**config.mk**
```make
export PLATFORM = sky130hd
export DESIGN_NAME = branch_resolve
export DESIGN_NICKNAME = d
export VERILOG_FILES = /design/src/rtl/branch_resolve.sv
export SDC_FILE = /design/constraint.sdc
export NUM_CORES = 1
export LEC_CHECK = 0
export CAP_MARGIN = 20
export CORE_MARGIN = 2
export CORE_UTILIZATION = 36
export DETAILED_ROUTE_END_ITERATION = 8
export GPL_ROUTABILITY_DRIVEN = 0
export PLACE_DENSITY = 0.72
export SLEW_MARGIN = 10
export SYNTH_ARGS = -nofsm -noshare
export SYNTH_HDL_FRONTEND = slang
export SYNTH_SLANG_ARGS = --single-unit
```
**constraint.sdc**
```tcl
create_clock -name clk -period 2.95 [get_ports clk]
set_input_delay 0.59 -clock clk [delete_from_list [all_inputs] [get_ports clk]]
set_output_delay 0.59 -clock clk [all_outputs]
set_load 0.02 [all_outputs]
```
**src/rtl/branch_resolve.sv**
```systemverilog
// branch_resolve: carries the decode-time branch prediction from D through E
// to M. It flags a mispredict in E, supplies the redirect PC and a one-shot
// front-end flush, and drives the predictor update signals at M.
// Optional feature: define BRANCH_STAT_EN to add saturating counters for
// retired branches and mispredicts. Without it, both count outputs are 0.
module branch_resolve #(
  parameter int PC_W  = 32,
  parameter int CNT_W = 32
) (
  input  logic             clk,
  input  logic             resetn,
  input  logic             branchD,
  input  logic             pred_takeD,
  input  logic [PC_W-1:0]  pcD,
  input  logic [PC_W-1:0]  targetD,
  input  logic             stallE,
  input  logic             flushE,
  input  logic             stallM,
  input  logic             flushM,
  input  logic             actual_takeE,
  output logic             mispredictE,
  output logic [PC_W-1:0]  redirect_pcE,
  output logic             flush_frontE,
  output logic             branchM,
  output logic             actual_takeM,
  output logic [PC_W-1:0]  pcM,
  output logic             mispredM,
  output logic [CNT_W-1:0] br_countM,
  output logic [CNT_W-1:0] mp_countM
);

  logic            branchE, predE, fired;
  logic [PC_W-1:0] pcE, targetE;

  // D->E register: a flush inserts a bubble, a stall holds, otherwise load.
  // The prediction is masked with branchD so that a non-branch never carries a prediction.
  always_ff @(posedge clk or negedge resetn) begin
    if (!resetn) begin
      branchE <= 1'b0;
      predE   <= 1'b0;
      pcE     <= '0;
      targetE <= '0;
    end else if (flushE) begin
      branchE <= 1'b0;
      predE   <= 1'b0;
      pcE     <= '0;
      targetE <= '0;
    end else if (!stallE) begin
      branchE <= branchD;
      predE   <= branchD & pred_takeD;
      pcE     <= pcD;
      targetE <= targetD;
    end
  end

  // Resolve in E. On a not-taken mispredict, the fallthrough address skips
  // the delay slot (pc + 8). The addition wraps modulo 2^PC_W.
  always_comb begin
    mispredictE  = branchE & (predE ^ actual_takeE);
    redirect_pcE = '0;
    if (mispredictE)
      redirect_pcE = actual_takeE ? targetE : pcE + PC_W'(8);
    flush_frontE = mispredictE & ~fired;
  end

  // fired remembers that the flush was already requested for the branch held in E.
  // It clears whenever E takes new contents (reload or bubble).
  always_ff @(posedge clk or negedge resetn) begin
    if (!resetn)
      fired <= 1'b0;
    else if (flushE || !stallE)
      fired <= 1'b0;
    else if (mispredictE)
      fired <= 1'b1;
  end

  // E->M register. While E is stalled, M takes a bubble instead of a copy.
  // This means a held branch updates the predictor only once.
  always_ff @(posedge clk or negedge resetn) begin
    if (!resetn) begin
      branchM      <= 1'b0;
      actual_takeM <= 1'b0;
      pcM          <= '0;
      mispredM     <= 1'b0;
    end else if (flushM) begin
      branchM      <= 1'b0;
      actual_takeM <= 1'b0;
      pcM          <= '0;
      mispredM     <= 1'b0;
    end else if (!stallM) begin
      if (stallE) begin
        branchM      <= 1'b0;
        actual_takeM <= 1'b0;
        pcM          <= '0;
        mispredM     <= 1'b0;
      end else begin
        branchM      <= branchE;
        actual_takeM <= branchE & actual_takeE;
        pcM          <= pcE;
        mispredM     <= mispredictE;
      end
    end
  end

`ifdef BRANCH_STAT_EN
  logic [CNT_W-1:0] br_cnt, mp_cnt;

  // Retirement statistics. Both counters saturate at all-ones.
  always_ff @(posedge clk or negedge resetn) begin
    if (!resetn) begin
      br_cnt <= '0;
      mp_cnt <= '0;
    end else if (!stallM) begin
      if (branchM && (br_cnt != '1)) br_cnt <= br_cnt + CNT_W'(1);
      if (mispredM && (mp_cnt != '1)) mp_cnt <= mp_cnt + CNT_W'(1);
    end
  end

  assign br_countM = br_cnt;
  assign mp_countM = mp_cnt;
`else
  assign br_countM = '0;
  assign mp_countM = '0;
`endif

endmodule

```
[Word-level counts from Yosys, hierarchy flattened]
Cells that the tools add are included.
Storage, ports and cells
  flip-flop bits (word level): 102
  input bits: 73
  output and inout bits: 133
  logic and storage cells: 45
Cells by class
  add/sub/neg operators: 1
  equality and inequality tests: 2
  muxes and demuxes: 24
  bitwise logic cells: 6
  reductions and logical operators: 3
Operator list (count)
  32-bit 2-to-1 mux: 9
  32-bit by 4-bit adder with 32-bit output (second input constant): 1
  1-bit 2-to-1 mux: 15
  1-bit AND: 4
  2-bit by 1-bit != test with 1-bit output (second input constant): 2
  2-bit nonzero test: 1
  1-bit zero test: 1
  1-bit logical OR: 1
  1-bit inverter: 1
  1-bit bitwise XOR: 1

[Depth between registers and ports, before layout]
Gate-level depths: netlist of run 1.
  depth after elaboration: 5
  depth in mapped cells: 7
  gate-level depth less buffers: 6

[Worst setup path before layout of run 1]
Ideal clock, no wire load.
  path type: input to output
  start point: input actual_takeE
  end point: output redirect_pcE[22]
  data arrival time: 2.092 ns
  data required time: 2.360 ns
  path slack: 0.268 ns
  cell stages on the path: 7
  path buffers: 2
  cells stage by stage: clkbuf_1 -> xor2_1 -> nand2_1 -> inv_1 -> clkbuf_1 -> o21ai_0 -> a21oi_1
Between the ends
  cells in the longest elaborated chain, start to end: 3
  elaborated cells between the ends (all ways): 4
  classes of those cells: 2 x mux; 2 x bitwise
RTL lines
  start: declaration: line 20  | input logic actual_takeE,
  1-bit bitwise XOR: line 59  | mispredictE = branchE & (predE ^ actual_takeE);
  1-bit AND: line 59
  named net mispredictE: line 21  | output logic mispredictE,
  32-bit 2-to-1 mux: line 61  | if (mispredictE)
  end: declaration: line 22  | output logic [PC_W-1:0] redirect_pcE,
The timed path passes the listed nets, and every way through them passes these cells.

[Worst setup path in the final report of run 1]
  start point: register pcE[13]
  end point: output redirect_pcE[31]
Between the ends
  cells in the longest elaborated chain, start to end: 3
RTL lines
  start: declaration: line 33  | logic [PC_W-1:0] pcE, targetE;
  start signal: assignment: line 51  | pcE <= pcD;
  32-bit by 4-bit adder with 32-bit output: line 62  | redirect_pcE = actual_takeE ? targetE : pcE + PC_W'(8);
  32-bit 2-to-1 mux: line 62
  32-bit 2-to-1 mux: line 61
Every way passes these cells.

==> results of run 1 <==
[area by class of cell]
class	count	area (µm²)	share of cell area, %
Sequential cell	102	2560	35.1
Inverter	3	11.3	0.154
Clock buffer	12	256	3.52
Timing Repair Buffer	187	1710	23.4
Multi-Input combinational cell	385	2450	33.6
Clock inverter	4	77.6	1.06
Tap cell	184	230	3.16
[through the flow]
step / std cells / hold WS [ps] / instance area [µm²] / util [%]
after global placement: 854 / 488 / 6950 / 47.8
after detailed placement: 854 / 501 / 6950 / 47.8
final: 877 / 310 / 7290 / 50.2
after CTS: 871 / 363 / 7290 / 50.1
after global routing: 877 / 384 / 7290 / 50.2
after floorplan: 588 / 294 / 5590 / -
[cell usage after synthesis, drive strengths merged (2+ instances only)]
library cell    n
dfrtp         102
nor2           87
buf            76
mux2i          73
a22o           34
a21oi          26
clkbuf         22
o21ai          20
xor2           17
nand2          15
nand4          10
nand3           9
xnor2           9
nor3            5
and3            3
inv             3
nor4            3
nor2b           2
[worst register-to-register path, delay by kind of cell, from the launching register on]
family        cells  cell delay [ps]
buf+inv           2              300
flops             1              400
simple gates      3              300
xor+xnor          1              170
[layout by cell type (no fill, tap or decap), types with 2 or more instances in the layout]
| cell | Yosys | final |
|---|---|---|
| sky130_fd_sc_hd__nand4_1 | 9 | 9 |
| sky130_fd_sc_hd__dfrtp_1 | 102 | 95 |
| sky130_fd_sc_hd__dlymetal6s2s_1 | 0 | 4 |
| sky130_fd_sc_hd__clkbuf_8 | 0 | 2 |
| sky130_fd_sc_hd__clkbuf_16 | 0 | 9 |
| sky130_fd_sc_hd__clkdlybuf4s50_1 | 0 | 104 |
| sky130_fd_sc_hd__nor2_1 | 87 | 87 |
| sky130_fd_sc_hd__xor2_1 | 17 | 17 |
| sky130_fd_sc_hd__inv_1 | 2 | 2 |
| sky130_fd_sc_hd__a21oi_1 | 25 | 24 |
| sky130_fd_sc_hd__conb_1 | 1 | 64 |
| sky130_fd_sc_hd__xnor2_1 | 9 | 9 |
| sky130_fd_sc_hd__buf_12 | 0 | 3 |
| sky130_fd_sc_hd__bufinv_16 | 0 | 2 |
| sky130_fd_sc_hd__dlygate4sd2_1 | 0 | 11 |
| sky130_fd_sc_hd__clkbuf_2 | 0 | 15 |
| sky130_fd_sc_hd__and3_1 | 3 | 3 |
| sky130_fd_sc_hd__nor4_4 | 2 | 2 |
| sky130_fd_sc_hd__buf_6 | 0 | 2 |
| sky130_fd_sc_hd__nor3_1 | 4 | 3 |
| sky130_fd_sc_hd__mux2i_1 | 73 | 73 |
| sky130_fd_sc_hd__nand3_1 | 9 | 8 |
| sky130_fd_sc_hd__nor3_2 | 1 | 2 |
| sky130_fd_sc_hd__dfrtp_2 | 0 | 7 |
| sky130_fd_sc_hd__a22o_1 | 34 | 34 |
| sky130_fd_sc_hd__a21oi_2 | 1 | 2 |
| sky130_fd_sc_hd__nand2_1 | 15 | 15 |
| sky130_fd_sc_hd__buf_4 | 64 | 44 |
| sky130_fd_sc_hd__buf_2 | 5 | 2 |
| sky130_fd_sc_hd__o21ai_0 | 20 | 20 |
[report_power, final]
| group | leakage [nW] | total (mW) | switching (mW) | internal (mW) |
|---|---|---|---|---|
| sequential | 1.37 | 1.51 | 0.0540 | 1.46 |
| combinational | 2.04 | 0.533 | 0.305 | 0.228 |
| clock | 0.163 | 1.33 | 0.538 | 0.796 |
| total | 3.57 | 3.38 | 0.897 | 2.48 |
[flip-flops by register name (all words and copies together) (netlist names)]
name and flops:
predE 1, pcE 32, targetE 32, actual_takeM 1, mispredM 1, branchM 1
branchE 1, fired 1, pcM 32
[cell families (layout without fill, tap and decap cells)]
| group | after synthesis | after routing | share of synthesized area [%] |
|---|---|---|---|
| flops | 102 | 102 | 47.6 |
| buf+inv | 101 | 206 | 11.7 |
| fa+ha+maj | 1 | 1 | 0.233 |
| compound gates | 83 | 83 | 10.4 |
| other cells | 1 | 64 | 0.0700 |
| simple gates | 138 | 138 | 12.1 |
| mux | 73 | 73 | 13.6 |
| xor+xnor | 26 | 26 | 4.25 |
[what timing repair did]
action,4_1_cts,5_1_grt
pin swaps,1,4
endpoints found under the setup margin,30,23
cloned,0,0
resized for setup,43,41
setup buffers,1,6
hold buffers,0,0
[how the worst max path moves through the flow]
stage,from,end
finish,pcE[13],redirect_pcE[31]
global route,pcE[13],redirect_pcE[31]
CTS,pcE[12],redirect_pcE[31]
detailed placement,actual_takeE,redirect_pcE[23]
global placement,actual_takeE,redirect_pcE[14]
floorplan,actual_takeE,redirect_pcE[22]
[layer usage]
layer | up-vias | track usage [%]
li1 | 1994 | -
met1 | 2111 | 26.5
met2 | 161 | 29.2
met3 | 20 | 2.59
met4 | 0 | 6.98
met5 | - | 0
==> qor.tcl, run 1 <==
set qor(status) {finished, final reports clean}
set qor(initial_core_util_pct) 36.9
set qor(fp.dieW_um) 126
set qor(dr_wl_met2_mm) 7.01
set qor(numCtsBuffers) 9
set qor(worst_clock_skew_ps) 5.54
set qor(final-hold-violation-count) 0
set qor(synth_top_flop_cell) {sky130_fd_sc_hd__dfrtp_1}
set qor(placementRows) 44
set qor(crit_path_required_time_ps) 2360
set qor(cp.arrival_ps) 2310
set qor(crit_path_top_delay_cell) {sky130_fd_sc_hd__dfrtp_2}
set qor(syn_inst) 525
set qor(dp_worst_setup_slack_ps) -225
set qor(setup.worst_path.end_class) {output port}
set qor(m1WireLength_mm) 7.02
set qor(postLayoutSetupSlackWorst_ps) 47.6
set qor(cts_htree_levels) 3
set qor(ratio_of_cells_with_drive_above_1_in_the_final_layout_pct) 14.7
set qor(final_period_minus_worst_setup_slack_ps) 2900
set qor(wire_length_of_the_first_global_routing_pass_mm) 23.1
set qor(timing.max_cap.violations) 0
set qor(synth_cell_types) 34
set qor(grt_antenna_before_repair) 0
set qor(final_min_period_over_clock_period_pct) 98.4
set qor(critical_path_cell_count) 9
set qor(pwr_density_cell_nw_per_um2) 463
set qor(cts.path.max_buffers) 2
set qor(sinks_on_clock_net) 102
set qor(placement.io_buffers) 141
set qor(holdCritPathClass) {primary input to async pin}
set qor(avgSynthCellArea_um2) 10.2
set qor(drt_pass1_iterations) 4
set qor(ir_drop_mv) 0.252
set qor(synth_sequential_area_ratio_pct) 47.6
set qor(reg2reg_from) {predE}
set qor(drt-initial-drc-count) 240
set qor(grt_start_max_net_pins) 64
set qor(grt.total_usage_pct) 18.7
set qor(ys_seq_elements) 102
set qor(reg2reg_setup_slack_ps) 1720
set qor(clk_root_buffer_cell) {sky130_fd_sc_hd__clkbuf_16}
set qor(timing_worst_setup_path_type) {flop to output port}
set qor(core-area_um2) 14500
set qor(fill_cells) 1355
set qor(tritoncts) {yes}
set qor(clock_insertion_delay_worst_skew_ps) 350
set qor(leakagePower_nw) 3.57
set qor(synth.cell_area_um2) 5360
set qor(path_max_fanout) 6
set qor(slew_viol_final) 0
set qor(dp_hpwl_mm) 11.1
set qor(ff2ff_path_depth) 6
set qor(routed_wire_length_per_instance_um) 17.1
set qor(timing_worst_slew_pin_value_ps) 823
set qor(die_h_um) 126
set qor(cpPeakStageDelay_ps) 440
set qor(critical_path.cell_chain) {nand4_1, buf_4, nor4_4, buf_4, buf_6, nand4_1, xor2_1, a21oi_2, buf_6}
set qor(routed_wl_mm) 15.0
set qor(synth-async-reset-ratio_pct) 100
set qor(residual_drc) 0
set qor(regToRegEndpoint) {fired}
set qor(clk_transition_reported_paths_ps) 70
set qor(first_global_vias) 4210
set qor(pin_count) 206
set qor(report.final.setup_viol) 0
set qor(grt_setup_unrepaired) {true}
set qor(path_delay_family) {buffers and inverters}
set qor(drtAntennaViolNets) 0
set qor(design.final.nets) 762
set qor(detail_route.vias_per_cell) 4.89
set qor(timing.setup.tns_ps) 0
set qor(warning_count_from_the_yosys_run) 0
set qor(grt-ovfl-total) 0
set qor(floorplan.die_area_um2) 15900
set qor(dr.max_layer_used) {met4}
set qor(route.vias.total) 4286
set qor(area_delta_synth_final_pct) 36.2
set qor(slew_headroom_pct) 45.1
set qor(synthTopCellsByArea) {sky130_fd_sc_hd__dfrtp_1, sky130_fd_sc_hd__mux2i_1, sky130_fd_sc_hd__buf_4}
set qor(synth-edff-count) 0
set qor(library_cell_with_the_largest_summed_area_after_synthesis) {sky130_fd_sc_hd__dfrtp_1}
set qor(crit_buf_inv) 4
set qor(achievable-frequency_ghz) 0.345
set qor(antenna-diode-count) 0
set qor(total_power_mw) 3.38
set qor(met3WireLength_um) 700
set qor(area_share_of_the_largest_cell_type_after_synthesis_pct) 47.6
set qor(worst_setup_path_start_kind) {flop}
Note: power is estimated with default switching activity, not from simulation.
==> run 2: changes to the inputs <==
CAP_MARGIN = default   (was 20)
CORE_MARGIN = 4   (was 2)
clock period = 2.8 ns   (was 2.95 ns; I/O delays follow)
==> run 2 against run 1 <==
Global-route usage decreased by 0.50 points. Utilization decreased by 0.10 points. Final area decreased by 0.21%. Critical path depth decreased by 2. Total power about the same. Register-to-register slack got worse by 100 ps. Worst setup slack got worse by 43 ps. Clock power decreased by 9%. Sequential power increased by 5%. Clock skew decreased by 0.56 ps. Sequential cell count unchanged. First-iteration DRC count increased by 8.3%. Critical path type unchanged. Critical endpoint is now redirect_pcE[21]. Highest routed layer unchanged.
==> qor.tcl, run 2 (same netlist as run 1, synthesis figures left out) <==
set qor(status) {finished, final reports clean} ;# unchanged
set qor(initial_core_util_pct) 36.9 ;# unchanged
set qor(timing.max_cap.violations) 0 ;# unchanged
set qor(holdCritPathClass) {primary input to async pin} ;# unchanged
set qor(final-hold-violation-count) 0 ;# unchanged
set qor(achievable-frequency_ghz) 0.358
set qor(regToRegEndpoint) {fired} ;# unchanged
set qor(ratio_of_cells_with_drive_above_1_in_the_final_layout_pct) 15.3 ;# was 14.7%
set qor(floorplan.die_area_um2) 16900 ;# was 15900 µm²
set qor(report.final.setup_viol) 0 ;# unchanged
set qor(ir_drop_mv) 0.255 ;# was 0.252 mV
set qor(drt-initial-drc-count) 260 ;# was 240
set qor(route.vias.total) 4252 ;# was 4286
set qor(reg2reg_from) {predE} ;# unchanged
set qor(timing_worst_setup_path_type) {flop to output port} ;# unchanged
set qor(layout_top_registers) {pcE: 32 flops, pcM: 32 flops, targetE: 32 flops} ;# unchanged
set qor(postLayoutSetupSlackWorst_ps) 4.53 ;# was 47.6 ps
set qor(ff2ff_path_depth) 6 ;# unchanged
set qor(slew_headroom_pct) 54.1 ;# was 45.1%
set qor(sinks_on_clock_net) 102 ;# unchanged
set qor(hold_slack_ps) 246 ;# was 310 ps
set qor(first_global_vias) 4398 ;# was 4210
set qor(dp_hpwl_mm) 11.5 ;# was 11.1 mm
set qor(crit_path_required_time_ps) 2240 ;# was 2360 ps
set qor(finish.cell_count_without_fillers) 879 ;# was 877
set qor(grt_antenna_before_repair) 0 ;# unchanged
set qor(cts.path.max_buffers) 2 ;# unchanged
set qor(reg2reg_setup_slack_ps) 1620 ;# was 1720 ps
set qor(drt_pass1_iterations) 4 ;# unchanged
set qor(wire_length_of_the_first_global_routing_pass_mm) 23.6 ;# was 23.1 mm
set qor(detail_route.vias_per_cell) 4.84 ;# was 4.89
set qor(area_delta_synth_final_pct) 35.9 ;# was 36.2%
set qor(residual_drc) 0 ;# unchanged
set qor(design.final.nets) 767 ;# was 762
set qor(placement.io_buffers) 141 ;# unchanged
set qor(cp-startpoint) {pcE[3]} ;# was pcE[13]
set qor(place.detailed.instances) 861 ;# was 854
set qor(path_max_fanout) 4 ;# was 6
set qor(dp_worst_setup_slack_ps) -223 ;# was -225 ps
set qor(numCtsBuffers) 9 ;# unchanged
set qor(clk_root_buffer_cell) {sky130_fd_sc_hd__clkbuf_16} ;# unchanged
set qor(pwr_density_cell_nw_per_um2) 464 ;# was 463 nW/µm²
set qor(grt-ovfl-total) 0 ;# unchanged
set qor(grt_setup_unrepaired) {true} ;# unchanged
set qor(grt.total_usage_pct) 18.2 ;# was 18.7%
set qor(routed_wl_mm) 15.2 ;# was 15.0 mm
set qor(pin_count) 206 ;# unchanged
set qor(most-common-layout-cells) {sky130_fd_sc_hd__clkdlybuf4s50_1, sky130_fd_sc_hd__dfrtp_1, sky130_fd_sc_hd__nor2_1} ;# unchanged
set qor(tritoncts) {yes} ;# unchanged
set qor(layout_commonest_cell) {sky130_fd_sc_hd__clkdlybuf4s50_1} ;# unchanged
set qor(drtAntennaViolNets) 0 ;# unchanged
set qor(final_min_period_over_clock_period_pct) 99.8
set qor(worst_setup_path_start_kind) {flop} ;# unchanged
set qor(die_h_um) 130 ;# was 126 µm
set qor(grt_start_max_net_pins) 51 ;# was 64
set qor(leakagePower_nw) 3.55 ;# was 3.57 nW
set qor(setup.worst_path.end_class) {output port} ;# unchanged
set qor(cp.arrival_ps) 2240 ;# was 2310 ps
set qor(worst_clock_skew_ps) 4.97 ;# was 5.54 ps
set qor(fill_cells) 1339 ;# was 1355
set qor(routed_wire_length_per_instance_um) 17.3 ;# was 17.1 µm
set qor(clk_transition_reported_paths_ps) 60 ;# was 70 ps
set qor(timing_worst_slew_pin_value_ps) 689 ;# was 823 ps
set qor(cts_htree_levels) 3 ;# unchanged
set qor(antenna-diode-count) 0 ;# unchanged
set qor(final_period_minus_worst_setup_slack_ps) 2800
set qor(placementRows) 44 ;# unchanged
set qor(slew_viol_final) 0 ;# unchanged
set qor(core-area_um2) 14500 ;# unchanged
set qor(fp.dieW_um) 130 ;# was 126 µm
set qor(clock_insertion_delay_worst_skew_ps) 340 ;# was 350 ps
[run 2: changes by cell type in the layout (fill, tap and decap cells not counted), sizes merged]
cell / delta
buf: +18
clkbuf: -13
dlymetal6s2s: -3
bufinv: -1
clkdlybuf4s15: +1
dlygate4sd2: +1
inv: -1
[run 2: repair_timing]
action / CTS / global route
pin swaps: 2 / 3
buffers inserted: 4 / 1
gates resized for setup: 73 / 29
hold buffers: 0 / 0
endpoints found under the setup margin: 33 / 22
[run 2: cell type report]
type                    instances  area (µm²)  area share, %
clock buffers                  11         243           3.33
clock inverters                 2        35.0          0.481
inverters                       3        11.3          0.155
multi-input cells             385        2450           33.7
flip-flops and latches        102        2560           35.2
well taps                     184         230           3.16
repair buffers                192        1750           24.0
[run 2: per-layer routing]
layer / part of all wire [%] / vias up / GRT usage [%]
met3: 5.5 / 18 / 3.32
met5: 0 / - / 0
met2: 47 / 132 / 28.2
met4: 1.8 / 0 / 6.78
li1: - / 2004 / -
met1: 46 / 2098 / 25.4
[run 2: worst max path at each step]
stage	to	slack [ps]	depth (start not counted)
after floorplan	redirect_pcE[22]	180	7
after global placement	redirect_pcE[23]	-160	8
after detailed placement	redirect_pcE[22]	-220	8
after CTS	redirect_pcE[21]	-70	7
after global routing	redirect_pcE[31]	-80	8
final	redirect_pcE[21]	5	7
[run 2: per-stage QoR]
step | setup TNS (ps) | cell area, µm² | power (mW) | utilization (%)
CTS | -70.7 | 7290 | 3.41 | 50.2
detailed placement | -3730 | 7010 | 2.19 | 48.2
global placement | -3120 | 7010 | 2.18 | 48.2
global route | -123 | 7280 | 3.53 | 50.1
floorplan | 0 | 5590 | 1.97 | -
finish | 0 | 7280 | 3.38 | 50.1
[run 2: critical path, cell delays in order, from the launching register on]
cell	delay [ps]
sky130_fd_sc_hd__dfrtp_2	410
sky130_fd_sc_hd__ha_2	220
sky130_fd_sc_hd__nand2_1	70
sky130_fd_sc_hd__or4_4	520
sky130_fd_sc_hd__nor3_2	160
sky130_fd_sc_hd__xnor2_1	250
sky130_fd_sc_hd__a21oi_2	100
sky130_fd_sc_hd__buf_2	170
[run 2: power by group]
| part | switching (mW) | internal, mW | leakage, nW |
|---|---|---|---|
| Clock | 0.511 | 0.701 | 0.137 |
| Combinational | 0.327 | 0.247 | 2.04 |
| Sequential | 0.0529 | 1.54 | 1.37 |
==> run 3: changes to the inputs <==
CAP_MARGIN = 0   (was default)
==> results of run 3 <==
No change in the layout: final DEF, timing and power equal those of run 2.
